[src/rtl/char_pkg.sv]
// Shared types for the character motion blocks: vertical jump state and velocity width.
package char_pkg;
  typedef enum logic [1:0] {
    GROUND = 2'd0,
    RISE   = 2'd1,
    FALL   = 2'd2
  } jump_state_t;

  localparam int VEL_W = 6;
endpackage

[src/rtl/frame_tick_detect.sv]
// Registered rising-edge detector on the frame strobe: one Clk-wide tick per frame_clk rise.
module frame_tick_detect (
  input  logic Clk,
  input  logic Reset,
  input  logic frame_clk,
  output logic tick
);
  logic fc_dly_q, tick_q;

  always_ff @(posedge Clk) begin
    if (Reset) begin
      fc_dly_q <= 1'b0;
      tick_q   <= 1'b0;
    end else begin
      fc_dly_q <= frame_clk;
      tick_q   <= frame_clk & ~fc_dly_q;
    end
  end

  assign tick = tick_q;
endmodule

[src/rtl/character_jump_ctrl.sv]
// Vertical-motion sequencer: jump key + collision flags -> signed per-frame Y velocity
// via GROUND/RISE/FALL with gravity, terminal fall speed and a jump buffer.
module character_jump_ctrl
  import char_pkg::*;
#(
  parameter int JUMP_V0       = 6,
  parameter int GRAVITY_DIV   = 4,
  parameter int MAX_FALL      = 6,
  parameter int BUFFER_FRAMES = 5
) (
  input  logic       Clk,
  input  logic       Reset,
  input  logic       frame_clk,
  input  logic       w_key,
  input  logic       ground_contact,
  input  logic       ceiling_contact,
  output logic [9:0] Y_Motion,
  output logic [1:0] jump_state,
  output logic       airborne
);
  localparam logic signed [VEL_W-1:0] VEL_ONE  = VEL_W'(1);
  localparam logic signed [VEL_W-1:0] VEL_JUMP = VEL_W'(-JUMP_V0);
  localparam logic signed [VEL_W-1:0] VEL_MAX  = VEL_W'(MAX_FALL);
  localparam logic [3:0]              GCNT_TOP = 4'(GRAVITY_DIV - 1);
  localparam logic [3:0]              BUF_LOAD = 4'(BUFFER_FRAMES);

  logic                    tick;
  jump_state_t             state_q, state_d;
  logic signed [VEL_W-1:0] vel_q, vel_d, vel_inc;
  logic [3:0]              gcnt_q, gcnt_d, gcnt_step;
  logic [3:0]              jbuf_q, jbuf_d;
  logic                    w_prev_q;
  logic                    press, jump_req, grav_due;

  frame_tick_detect u_tick (
    .Clk      (Clk),
    .Reset    (Reset),
    .frame_clk(frame_clk),
    .tick     (tick)
  );

  assign press     = w_key & ~w_prev_q;
  assign jump_req  = press | (jbuf_q != 4'd0);
  assign grav_due  = (gcnt_q == GCNT_TOP);
  assign gcnt_step = grav_due ? 4'd0 : gcnt_q + 4'd1;
  assign vel_inc   = vel_q + VEL_ONE;

  always_comb begin
    state_d = state_q;
    vel_d   = vel_q;
    gcnt_d  = gcnt_q;
    // Airborne presses re-arm the buffer; takeoff and landing clear it below.
    if (press && state_q != GROUND) jbuf_d = BUF_LOAD;
    else if (jbuf_q != 4'd0)        jbuf_d = jbuf_q - 4'd1;
    else                            jbuf_d = 4'd0;

    case (state_q)
      GROUND: begin
        if (!ground_contact) begin
          state_d = FALL;
          vel_d   = '0;
          gcnt_d  = '0;
        end else if (jump_req) begin
          state_d = RISE;
          vel_d   = VEL_JUMP;
          gcnt_d  = '0;
          jbuf_d  = '0;
        end
      end
      RISE: begin
        if (ceiling_contact) begin
          state_d = FALL;
          vel_d   = '0;
          gcnt_d  = '0;
        end else begin
          gcnt_d = gcnt_step;
          if (grav_due) begin
            vel_d = vel_inc;
            if (vel_inc == '0) state_d = FALL;
          end
        end
      end
      FALL: begin
        if (ground_contact) begin
          gcnt_d = '0;
          jbuf_d = '0;
          if (jump_req) begin
            state_d = RISE;
            vel_d   = VEL_JUMP;
          end else begin
            state_d = GROUND;
            vel_d   = '0;
          end
        end else begin
          gcnt_d = gcnt_step;
          if (grav_due && vel_q < VEL_MAX) vel_d = vel_inc;
        end
      end
      default: begin
        state_d = GROUND;
        vel_d   = '0;
        gcnt_d  = '0;
        jbuf_d  = '0;
      end
    endcase
  end

  always_ff @(posedge Clk) begin
    if (Reset) begin
      state_q  <= GROUND;
      vel_q    <= '0;
      gcnt_q   <= '0;
      jbuf_q   <= '0;
      w_prev_q <= 1'b0;
    end else if (tick) begin
      state_q  <= state_d;
      vel_q    <= vel_d;
      gcnt_q   <= gcnt_d;
      jbuf_q   <= jbuf_d;
      w_prev_q <= w_key;
    end
  end

  assign Y_Motion   = {{(10 - VEL_W){vel_q[VEL_W-1]}}, vel_q};
  assign jump_state = state_q;
  assign airborne   = (state_q != GROUND);
endmodule

[config.mk]
export PLATFORM = sky130hd
export DESIGN_NAME = character_jump_ctrl
export DESIGN_NICKNAME = d
export VERILOG_FILES = /design/src/rtl/char_pkg.sv /design/src/rtl/frame_tick_detect.sv /design/src/rtl/character_jump_ctrl.sv
export SDC_FILE = /design/constraint.sdc
export NUM_CORES = 1
export LEC_CHECK = 0
export CAP_MARGIN = 10
export CORE_MARGIN = 1
export CORE_UTILIZATION = 45
export DETAILED_ROUTE_END_ITERATION = 16
export GPL_TIMING_DRIVEN = 0
export PLACE_DENSITY = 0.68
export SLEW_MARGIN = 10
export SYNTH_ARGS = -nofsm -noshare
export SYNTH_HDL_FRONTEND = slang
export SYNTH_SLANG_ARGS = --single-unit
[constraint.sdc]
create_clock -name Clk -period 5.2 [get_ports Clk]
set_input_delay 0.52 -clock Clk [delete_from_list [all_inputs] [get_ports Clk]]
set_output_delay 0.52 -clock Clk [all_outputs]
set_load 0.05 [all_outputs]
==> qor.yml <==
dpl.cell_count: 204
syn_nets: 170
ioPinCount: 19
dp_hpwl_mm: 2.04
cts_resized: 0
min_path_type: "flip-flop to flip-flop"
ant_nets: 0
grt-ovfl-total: 0
drtIter0Drc: 27
num_rows: 18
setup_viol: 0
synthMuxAreaShare: 0.0167
synthTopCellsByCount: "19 x dfxtp_1, 15 x a21oi_1, 11 x nor2_1"
grt_pass1_wl_mm: 4.54
ys_warn_count: 0
grt_pass1_vias: 1092
p_total_uw: 297
areaGrowthSynthToFinish_pct: 19.2
ff2ff_path_depth: 8
min-delay-start: "u_tick.fc_dly_q$_SDFF_PP0_"
seq_area_frac_synth: 0.298
cts_sinks: 19
yosysMostFrequentCell: "dfxtp_1"
synth_edf_count: 0
cts_root_buffer: "clkbuf_4"
synth-main-ff-cell: "dfxtp_1"
holdPathEnd: "u_tick.tick$_SDFF_PP0_"
slew_viol_final: 0
die_width_um: 55.3
critPathRequiredTime_ps: 4680
drive_gt1_frac: 0.0899
cp_max_fo: 6
r2r_setup_slack_ps: 3060
syn-cell-area_sq_um: 1280
fin_cells: 208
antenna_found_initial: 0
synthArstFlopShare: 0
fmax_mhz: 397
grt_max_degree: 12
yosys.area.top_type_share: 0.298
synth_area_leaders: "dfxtp_1 30%, ha_1 7.8%, a21oi_1 5.9%"
startpoint_type: "flip-flop"
viasPerCell: 5.71
hold_path_depth: 1
holdBufCountCts: 0
drcViolationCount: 0
synthCells: 156
diodes: 0
worstPathArrival_ps: 2000
cts_made_buffers: 3
wire_per_inst_um: 12.8
via_count: 1187
final_hold_viol_count: 0
regToRegStartpoint: "jump_state[0]$_SDFFE_PP0P_"
synthXorXnorAreaFrac: 0.0137
outcome: "finished, final reports clean"
synth_compound_area_frac: 0.226
cts_tree: "done"
gp_congestion: 0.828
end_kind: "output pin"
timing.rr.end: "vel_q[1]$_SDFFE_PP0P_"
crit_type: "flip-flop to output pin"
clockBufferDepth: 2
initial_core_util: 0.497
final_nets: 193
synth_cell_types: 46
firstDrtPassIters: 4
finalWirelength_mm: 2.66
period_share: 0.485
clk_latency_ps: 300
yosysTopAreaCell: "dfxtp_1"
synth-seq-cells: 19
port_buffers: 18
avgSynthCellArea_sq_um: 8.18
core_area_sq_um: 2570
ir_worst_vdd_mv: 0.116
p_leak_uw: 0.000523
h-tree-depth: 1
tns_ps: 0
worst_pin_slew_ps: 527
die-area_sq_um: 3050
synthAdderAreaFrac: 0.0784
die_y_um: 55.3
grt_setup_unrepaired: "no"
synth-simple-area-share: 0.297
grt_usage: 0.181
maxCapViolations: 0
path_clk_slew_ps: 120
finClkSkew_ps: 9.34
period_minus_slack_ps: 2520
postCtsSetupBuffers: 0
synth_top_family_by_area: "simple AND/OR/NAND/NOR gates"
p_per_area_nw_per_um2: 195
slew_headroom: 0.649
-- how the worst max path moves through the flow --
stage	startpoint	endpoint	slack [ps]	depth (start not counted)
2_1_floorplan	jump_state[0]$_SDFFE_PP0P_	vel_q[2]$_SDFFE_PP0P_	2950	7
3_3_place_gp	w_key	vel_q[1]$_SDFFE_PP0P_	2730	7
3_5_place_dp	w_key	jump_state[1]$_SDFFE_PP0P_	2710	6
4_1_cts	jump_state[0]$_SDFFE_PP0P_	airborne	2670	4
5_1_grt	jump_state[0]$_SDFFE_PP0P_	airborne	2560	4
6_report	jump_state[0]$_SDFFE_PP0P_	airborne	2680	4
-- placed cells by master, fill, tap and decap left out, types with 3 or more instances in the layout --
master           synthesis  routed
dfxtp_1                 19      19
clkdlybuf4s50_1          0      18
a21oi_1                 15      15
nor2_1                  11      11
nand2_1                  8       8
ha_1                     8       8
nor2b_1                  7       7
inv_1                    6       6
nand2b_1                 6       6
nor3_1                   6       6
nand3b_1                 6       6
buf_4                    5       5
o21ai_0                  5       5
a211oi_1                 3       3
clkbuf_1                 3       3
or4_1                    3       3
o21ai_1                  3       3
nand3_1                  3       3
o211ai_1                 3       3
clkbuf_4                 0       3
-- cell families (layout without fill, tap and decap cells) --
group,count (synthesis),count (layout)
simple gates,64,64
compound gates,43,43
flops,19,19
buf+inv,18,40
fa+ha+maj,8,8
xor+xnor,2,2
mux,2,2
-- per-layer routing --
| layer | part of all wire | vias to the layer above | global-route usage |
|---|---|---|---|
| met3 | 0.035 | 2 | 0.0258 |
| met5 | 0 | - | 0 |
| met4 | 0.0038 | 0 | 0.0679 |
| met1 | 0.48 | 554 | 0.238 |
| met2 | 0.48 | 21 | 0.301 |
| li1 | - | 610 | - |
-- per-stage QoR --
stage	hold WS (ps)	utilization	setup slack [ps]	instance area, sq um
3_3_place_gp	376	0.582	2730	1490
6_report	391	0.593	2680	1520
5_1_grt	405	0.593	2560	1520
3_5_place_dp	379	0.582	2710	1490
2_1_floorplan	367	-	2950	1280
4_1_cts	396	0.593	2670	1520
-- where the power goes --
part,internal (uW),switching (uW)
combinational,26.0,41.1
sequential,149,4.36
clock,28.6,48.1
total,204,93.5
-- cell type report --
type | instances | area, sq um
Fill cell | 260 | 1050
Multi-Input combinational cell | 119 | 807
Sequential cell | 19 | 380
Timing Repair Buffer | 18 | 180
Buffer | 11 | 62.6
Tap cell | 30 | 37.5
Inverter | 7 | 26.3
Clock buffer | 3 | 22.5
Clock inverter | 1 | 5.00
-- sequential cells by signal, indices dropped and copies added (netlist names) --
| name | count |
|---|---|
| gcnt_q | 4 |
| jbuf_q | 4 |
| jump_state | 2 |
| u_tick.fc_dly_q | 1 |
| u_tick.tick | 1 |
| vel_q | 6 |
| w_prev_q | 1 |
-- critical path, stage by stage (launching register included) --
cell	delay, ps
dfxtp_1	450
inv_1	110
ha_1	260
inv_1	90
clkdlybuf4s50_1	790
No activity file was read; power rests on OpenSTA's default activity.
